==> src/rtl/shift_sequencer_8bit.sv <==
// shift_sequencer_8bit
// Command-level sequencer for an external 8-bit shift register. It takes a
// (value, direction, amount) command, loads the register, lets it shift for
// the requested number of edges, and returns the captured result. An optional
// checker compares that result against the ideal shift.
module shift_sequencer_8bit #(
  parameter bit CHECK_EN = 1'b1
) (
  input  logic       clk,
  input  logic       rst,
  // command channel
  input  logic       cmd_valid,
  output logic       cmd_ready,
  input  logic [7:0] cmd_data,
  input  logic       cmd_left,
  input  logic [2:0] cmd_amount,
  // shift register controls
  output logic       sr_load_en,
  output logic       sr_shift_left,
  output logic [7:0] sr_data,
  input  logic [7:0] sr_q,
  // result channel
  output logic       res_valid,
  input  logic       res_ready,
  output logic [7:0] res_data,
  output logic       res_err
);

  typedef enum logic [1:0] {
    IDLE = 2'd0,
    LOAD = 2'd1,
    RUN  = 2'd2,
    DONE = 2'd3
  } state_t;

  state_t     state;
  logic [2:0] cnt;
  logic [2:0] amount;
  logic [7:0] expected;
  logic       mismatch;

  // Handshake and register controls are decoded straight from the state
  // register, so no input ever reaches an output combinationally.
  assign cmd_ready  = (state == IDLE);
  assign res_valid  = (state == DONE);
  assign sr_load_en = (state == LOAD);

  // Ideal zero-filled shift of the latched command, used by the checker.
  always_comb begin
    expected = 8'h00;
    if (sr_shift_left) begin
      expected = sr_data << amount;
    end else begin
      expected = sr_data >> amount;
    end
  end

  // The comparison is only wired in when checking is enabled.
  assign mismatch = CHECK_EN ? (sr_q != expected) : 1'b0;

  // Sequencer: accept, load for one cycle, count shifts, capture, hand off.
  always_ff @(posedge clk or posedge rst) begin
    if (rst) begin
      state         <= IDLE;
      cnt           <= 3'd0;
      amount        <= 3'd0;
      sr_data       <= 8'h00;
      sr_shift_left <= 1'b0;
      res_data      <= 8'h00;
      res_err       <= 1'b0;
    end else begin
      case (state)
        IDLE: begin
          if (cmd_valid) begin
            sr_data       <= cmd_data;
            sr_shift_left <= cmd_left;
            amount        <= cmd_amount;
            state         <= LOAD;
          end
        end
        LOAD: begin
          cnt   <= 3'd0;
          state <= RUN;
        end
        RUN: begin
          if (cnt == amount) begin
            res_data <= sr_q;
            res_err  <= mismatch;
            state    <= DONE;
          end else begin
            cnt <= cnt + 3'd1;
          end
        end
        DONE: begin
          if (res_ready) begin
            state <= IDLE;
          end
        end
        default: begin
          state <= IDLE;
        end
      endcase
    end
  end

endmodule

==> config.mk <==
export PLATFORM = sky130hd
export DESIGN_NAME = shift_sequencer_8bit
export DESIGN_NICKNAME = d
export VERILOG_FILES = /design/src/rtl/shift_sequencer_8bit.sv
export SDC_FILE = /design/constraint.sdc
export NUM_CORES = 1
export LEC_CHECK = 0
export ABC_AREA = 1
export CAP_MARGIN = 30
export CORE_UTILIZATION = 50
export DETAILED_ROUTE_END_ITERATION = 10
export GPL_TIMING_DRIVEN = 1
export PLACE_DENSITY = 0.83
export SLEW_MARGIN = 15
export SYNTH_ARGS = -nofsm -noshare
export SYNTH_HDL_FRONTEND = slang
export SYNTH_SLANG_ARGS = --single-unit
==> constraint.sdc <==
create_clock -name clk -period 3.8 [get_ports clk]
set_input_delay 0.38 -clock clk [delete_from_list [all_inputs] [get_ports clk]]
set_output_delay 0.38 -clock clk [all_outputs]
set_load 0.05 [all_outputs]
# Yosys cells after proc, flatten, opt, wreduce, memory -nomap -nowiden
# Cells that the tools add are included.
[totals] register_bits=26 in_bits=24 wordCells=32
[op_classes] add_sub_neg=1 eq_ne=9 shifts=2 muxes=7 reduce_logical=6
[ops] operator="$mux 8" count=1
[ops] operator="$ne 8x8->1" count=1
[ops] operator="$pmux 2 s4" count=1
[ops] operator="$shl 8x3->8" count=1
[ops] operator="$shr 8x3->8" count=1
[ops] operator="$mux 2" count=3
[ops] operator="$ne 2x2->1 const B" count=3
[ops] operator="$pmux 3 s2" count=1
[ops] operator="$reduce_and 2->1" count=3
[ops] operator="$eq 2x2->1 const B" count=2
[ops] operator="$add 3x1->3 const B" count=1
[ops] operator="$eq 3x3->1" count=1
[ops] operator="$mux 3" count=1
[ops] operator="$reduce_and 3->1" count=1
[ops] operator="$eq 2x1->1 const B" count=1
[ops] operator="$logic_not 2->1" count=1
[ops] operator="$ne 2x1->1 const B" count=1
[ops] operator="$reduce_bool 2->1" count=1

# Longest topological paths before layout
# Gate-level depths: netlist (run 1).
[logic_depth] depth_word=3 ltp_mapped=15 ltp_nobuf=13

# Worst setup path before layout (run 1)
# Ideal clock, no wire load.
[synth_path] path_kind="reg-to-reg" start="reg state[0]" end="reg sr_data[0]" arrival_time_ns=1.793 required_time_ns=3.675 setup_slack_ns=1.882 stages_incl_launch_ff=6 n_path_buf=1 period_less_slack_ns=1.918 cell_sequence="dfrtp_1 > inv_1 > ha_1 > nand2_1 > clkbuf_1 > mux2_2"
[synth_between] elab_chain_len=2
[synth_rtl] item="from (decl)" line_no="36" source="state_t state;"
[synth_rtl] item="from (signal assigned)" line_no="64" source="state <= IDLE;"
[synth_rtl] item="from (signal assigned)" line_no="78" source="state <= LOAD;"
[synth_rtl] item="from (signal assigned)" line_no="83" source="state <= RUN;"
[synth_rtl] item="$logic_not 2->1"
[synth_rtl] item="via cmd_ready" line_no="13" source="output logic cmd_ready,"
[synth_rtl] item="$reduce_and 2->1 (no source line)"
[synth_rtl] item="to (signal assigned)" line_no="75" source="sr_data <= cmd_data;"
[synth_rtl] item="to (decl)" line_no="20" source="output logic [7:0] sr_data,"
# The timed path passes the listed nets, and every way through them passes these cells.
# A chain may end at the register's enable or synchronous reset.

# Worst setup path in the final report (run 1)
[layout_path] start="reg state[0]" end="out cmd_ready"
[layout_between] elab_chain_len=1
[layout_rtl] item="$logic_not 2->1" line_no="44" source="assign cmd_ready = (state == IDLE);"
[layout_rtl] item="to (decl)" line_no="13"
# Every way passes these cells.

==> qor.yml, run 1 <==
outcome: "finished, final reports clean"
rows: 21
synth_seq_cells: 26
start_util_pct: 53.6
grt_use_total_pct: 21.8
leakagePower_nw: 1.09
grt_antenna_before_repair: 0
arrival_ns: 1.90
dp.cells: 311
core_um2: 3420
setup_viol: 0
clk_pin_slew_worst_paths_ns: 0.15
gr-usage-met2_pct: 35.6
routed_wl_mm: 3.91
grt_max_degree: 20
post_cts_resized: 0
gp_congestion: 0.869
total_power_w: 0.00221
crit_fanout: 4
use_met1_pct: 30.0
dp_slack_ns: 1.92
die_area_um2: 3900
via_count: 1658
grt_pass1_wl_mm: 6.88
crit_type: "reg -> out"
netlist_area_um2: 1830
ys_warn_count: 0
syn_avg_cell_area_um2: 8.06
final_cell_mix: "nand2_1 (47), clkdlybuf4s50_1 (44), nand3_1 (43)"
max-slew-margin-rel_pct: 58.1
clockBufferDepth: 2
die_h_um: 62.5
powerDensity_nw_per_um2: 950
hp-class: "in -> async"
grt_use_met3_pct: 2.74
synth_fp_nets: 256
cap_violations: 0
maxSlewViolCount: 0
drc_errors: 0
cts-hold-fix-buffers: 0
fillers: 303
hold_viol_final: 0
cts_setup_buffers: 0
portBuffers: 44
hpwl_mm: 3.07
cts_root_buffer: "clkbuf_4"
drive_gt1_share_pct: 16.7
period_minus_slack_ns: 2.28
cp-end-kind: "output pin"
insertedDiodeCount: 0
grt_pass1_vias: 1554
io_pins: 45
fin_cells: 315
drtPass1Iterations: 5
detail_route.wl_per_cell_um: 12.4
gr-max-usage-layer: "met2"
fin_nets: 299
cts.htree.levels: 1
cts_sinks: 26
ant_nets: 0
die_w_um: 62.5
cts_tree: "done"
ys_types: 29
final_common_cell: "nand2_1"
clock_latency_ns: 0.33
worst_slew_pin_slew_ns: 0.629
post-route-period-util_pct: 59.9
ir_drop_uv: 542
finClkSkew_ns: 0.00329
start_kind: "flip-flop"
critPathRequiredTime_ns: 3.42
cts_buffers: 3
worst_hold_slack_ns: 0.360
syn_to_final_growth_pct: 27.3
totalNegativeSetupSlack_ns: 0
viasPerCell: 5.26
fin_ws_ns: 1.52
synthCells: 227
yosysSeqAreaShare_pct: 35.6
rsz0062_at_grt: "no"
fmax_ghz: 0.439
initialDrtViolationCount: 56
gr-total-overflow: 0
-- worst max-delay path, cell delays in order (launching register included) --
cell and delay [ns]:
dfrtp_1 0.43, inv_1 0.11, ha_1 0.22, clkdlybuf4s50_1 0.82
-- state kept, by name, indices dropped and copies added (netlist names) --
signal	count
res_data	8
sr_data	8
amount	3
cnt	3
state	2
res_err	1
sr_shift_left	1
-- metrics by stage --
| stage | util [%] | instance area, µm² |
|---|---|---|
| final | 68.2 | 2330 |
| after detailed placement | 66.6 | 2280 |
| after CTS | 68.2 | 2330 |
| after floorplan | - | 1830 |
| after global placement | 66.2 | 2260 |
| after global routing | 68.2 | 2330 |
-- logic make-up after synthesis --
logic type | after synthesis | share of synthesized area (%)
compound gates | 19 | 5.75
xor+xnor | 4 | 1.91
fa+ha+maj | 5 | 3.42
buf+inv | 30 | 8.75
flops | 26 | 35.6
mux | 8 | 4.92
simple gates | 135 | 39.7
-- cell type report --
class | count | area (µm²) | share of cell area (%)
clock buffers | 3 | 22.5 | 0.967
clock inverters | 1 | 30.0 | 1.29
inverters | 23 | 93.8 | 4.03
multi-input cells | 171 | 1020 | 43.7
flip-flops and latches | 26 | 651 | 27.9
well taps | 46 | 57.6 | 2.47
repair buffers | 45 | 455 | 19.6
-- worst paths after layout --
path,startpoint,end,slack [ns],cells past startpoint
max reg2reg,amount[1],res_err,1.98,9
min in group clk,res_data[4],res_data[4],0.50,2
min reg2reg,res_data[4],res_data[4],0.50,2
min,rst,res_data[2],0.36,2
max in group asynchronous,rst,state[0],2.97,3
max,state[0],cmd_ready,1.52,3
-- cells in the mapped netlist --
cell type  number  area share [%]
ha_1            5             3.4
clkbuf_1        1            0.21
o21ai_2         1            0.48
buf_2           1            0.27
nand2_1        47             9.6
inv_1          16             3.3
xnor2_1         4             1.9
nand4_1         9             3.1
nor3_1          1            0.27
buf_6           2             1.2
mux2_2          8             4.9
o31ai_1         1            0.41
inv_4           3             1.0
or2_0           1            0.34
clkinv_1        1            0.21
nand2_8         1             1.1
nand3_2        10             5.5
nand3_1        43              12
buf_4           2            0.82
inv_2           3            0.62
nand2_4         5             3.1
nor2_2          5             1.7
o21ai_1         9             2.5
a21oi_1         7             1.9
nor2_1          9             1.8
buf_12          1             1.1
nand2_2         4             1.4
dfrtp_1        26              36
o221ai_1        1            0.48
-- per-layer routing --
layer	share of wire [%]	vias up
li1	-	849
met1	47	751
met2	47	49
met3	4.7	9
met4	1.6	0
met5	0	-
-- where the power goes --
group | switching, W | leakage, nW | internal, W
logic | 0.000920 | 0.771 | 0.000517
registers | 0.000179 | 0.296 | 0.000403
clock network | 0.0000862 | 0.0279 | 0.000107
No activity file was read; power rests on OpenSTA's default activity.
==> run 2: changes to the inputs <==
--- a/config.mk
+++ b/config.mk
@@ -7,10 +7,10 @@
 export LEC_CHECK = 0
 export ABC_AREA = 1
 export CAP_MARGIN = 30
-export CORE_UTILIZATION = 50
+export CORE_UTILIZATION = 49
 export DETAILED_ROUTE_END_ITERATION = 10
 export GPL_TIMING_DRIVEN = 1
-export PLACE_DENSITY = 0.83
+export PLACE_DENSITY = 0.81
 export SLEW_MARGIN = 15
 export SYNTH_ARGS = -nofsm -noshare
 export SYNTH_HDL_FRONTEND = slang
==> constraint.sdc (replaced) <==
create_clock -name clk -period 2.23 [get_ports clk]
set_input_delay 0.223 -clock clk [delete_from_list [all_inputs] [get_ports clk]]
set_output_delay 0.223 -clock clk [all_outputs]
set_load 0.05 [all_outputs]
==> run 2 against run 1 <==
  * Combinational power grew 74%
  * Global-route usage shrank 0.10 points
  * Critical path depth is the same
  * Register-to-register slack lost 1.5 ns
  * Via count shrank 0.30%
  * Highest routed layer unchanged
==> qor.yml, run 2 (synthesis gave the netlist of run 1 again) <==
outcome: "finished, final reports clean"
totalNegativeSetupSlack_ns: 0  # unchanged
gp_congestion: 0.867  # -0.22%
grt_max_degree: 27  # +35%
die_area_um2: 3980  # +2.0%
start_kind: "flip-flop"
detail_route.wl_per_cell_um: 12.4  # -0.53%
hold_viol_final: 0  # unchanged
ant_nets: 0  # unchanged
grt_use_total_pct: 21.7  # -0.10 points
r2r_setup_slack_ns: 0.53  # -1.45 ns
critPathRequiredTime_ns: 2.01  # -1.41 ns
hpwl_mm: 3.02  # -1.6%
via_count: 1653  # -0.30%
initialDrtViolationCount: 79  # +41%
worst_slew_pin_slew_ns: 0.569  # -0.0593 ns
drtPass1Iterations: 4  # -1
arrival_ns: 1.87  # -0.03 ns
post_cts_resized: 0  # unchanged
die_h_um: 63.1  # +0.98%
clockBufferDepth: 2  # unchanged
cts-hold-fix-buffers: 0  # unchanged
fmax_ghz: 0.477
gr-total-overflow: 0  # unchanged
portBuffers: 44  # unchanged
syn_to_final_growth_pct: 27.8
grt_pass1_vias: 1540  # -0.90%
post-route-period-util_pct: 93.9
cap_violations: 0  # unchanged
crit_type: "reg -> out"
top_regs: "res_data (8), sr_data (8)"
cts.htree.levels: 1  # unchanged
r2r_cells: 4  # -5
final_common_cell: "nand2_1"
clock_latency_ns: 0.27  # -0.06 ns
routed_wl_mm: 3.92  # +0.10%
insertedDiodeCount: 0  # unchanged
final_cell_mix: "nand2_1 (47), clkdlybuf4s50_1 (44), nand3_1 (43)"
ir_drop_uv: 976  # +80%
cts_setup_buffers: 0  # unchanged
drive_gt1_share_pct: 17.3  # +0.61 points
cp-end-kind: "output pin"
maxSlewViolCount: 0  # unchanged
grt_pass1_wl_mm: 6.82  # -0.90%
setup_viol: 0  # unchanged
cts_sinks: 26  # unchanged
crit_fanout: 4  # unchanged
worst_hold_slack_ns: 0.291  # -0.0698 ns
finClkSkew_ns: 0.00415  # +0.000860 ns
rsz0062_at_grt: "no"
hp-class: "in -> async"
fillers: 299  # -1.3%
total_power_w: 0.00378  # +71%
powerDensity_nw_per_um2: 1620  # +70%
cts_root_buffer: "clkbuf_8"
drc_errors: 0  # unchanged
fin_nets: 301  # +0.67%
die_w_um: 63.1  # +0.98%
period_minus_slack_ns: 2.09
cts_tree: "done"
clk_pin_slew_worst_paths_ns: 0.09  # -0.06 ns
viasPerCell: 5.21  # -0.93%
cts_buffers: 3  # unchanged
io_pins: 45  # unchanged
rows: 21  # unchanged
grt_antenna_before_repair: 0  # unchanged
leakagePower_nw: 1.10  # +0.67%
start_util_pct: 52.7  # -0.81 points
max-slew-margin-rel_pct: 62.0  # +3.9 points
core_um2: 3470  # +1.5%
## run 2: cell types whose count changed in the layout (fill, tap and decap cells not counted), sizes merged
| cell | previous run | this run |
|---|---|---|
| buf | 1 | 3 |
| bufinv | 1 | 0 |
| clkbuf | 3 | 4 |
## run 2: cell type report
| type | count | area, µm² | share of cell area [%] |
|---|---|---|---|
| clock buffer | 4 | 55.1 | 2.35 |
| inverter | 23 | 93.8 | 4.01 |
| multi-input combinational | 171 | 1020 | 43.6 |
| sequential | 26 | 651 | 27.8 |
| tap | 46 | 57.6 | 2.46 |
| timing repair buffer | 47 | 463 | 19.8 |
## run 2: report_power, final
group	leakage [nW]	internal, W	switching [W]
clock	0.0288	0.000158	0.000149
combinational	0.777	0.000902	0.00161
sequential	0.296	0.000690	0.000271
## run 2: critical path: stages (launching register included)
cell	delay (ns)
dfrtp_1	0.42
inv_1	0.12
ha_1	0.24
clkdlybuf4s50_1	0.83
## run 2: final timing paths
| kind | startpoint | to |
|---|---|---|
| max in group asynchronous | rst | res_data[0] |
| min reg2reg | res_data[5] | res_data[5] |
| min | rst | state[1] |
| min in group clk | res_data[5] | res_data[5] |
| max reg2reg | state[0] | sr_data[4] |
| max | state[0] | cmd_ready |
## run 2: stage by stage
step	instances	area (µm²)	util [%]	setup slack, ns
after floorplan	227	1830	-	0.312
after global placement	313	2280	65.8	0.509
after detailed placement	313	2280	65.8	0.462
after CTS	317	2340	67.4	0.144
after global routing	317	2340	67.4	0.0456
final	317	2340	67.4	0.135
## run 2: metal layers
layer | vias to the layer above | track usage, % | routed length (µm)
li1 | 849 | - | -
met4 | 0 | 9.88 | 116
met5 | - | 0 | 0
met2 | 50 | 33.6 | 1750
met3 | 11 | 2.54 | 147
met1 | 743 | 30.2 | 1900
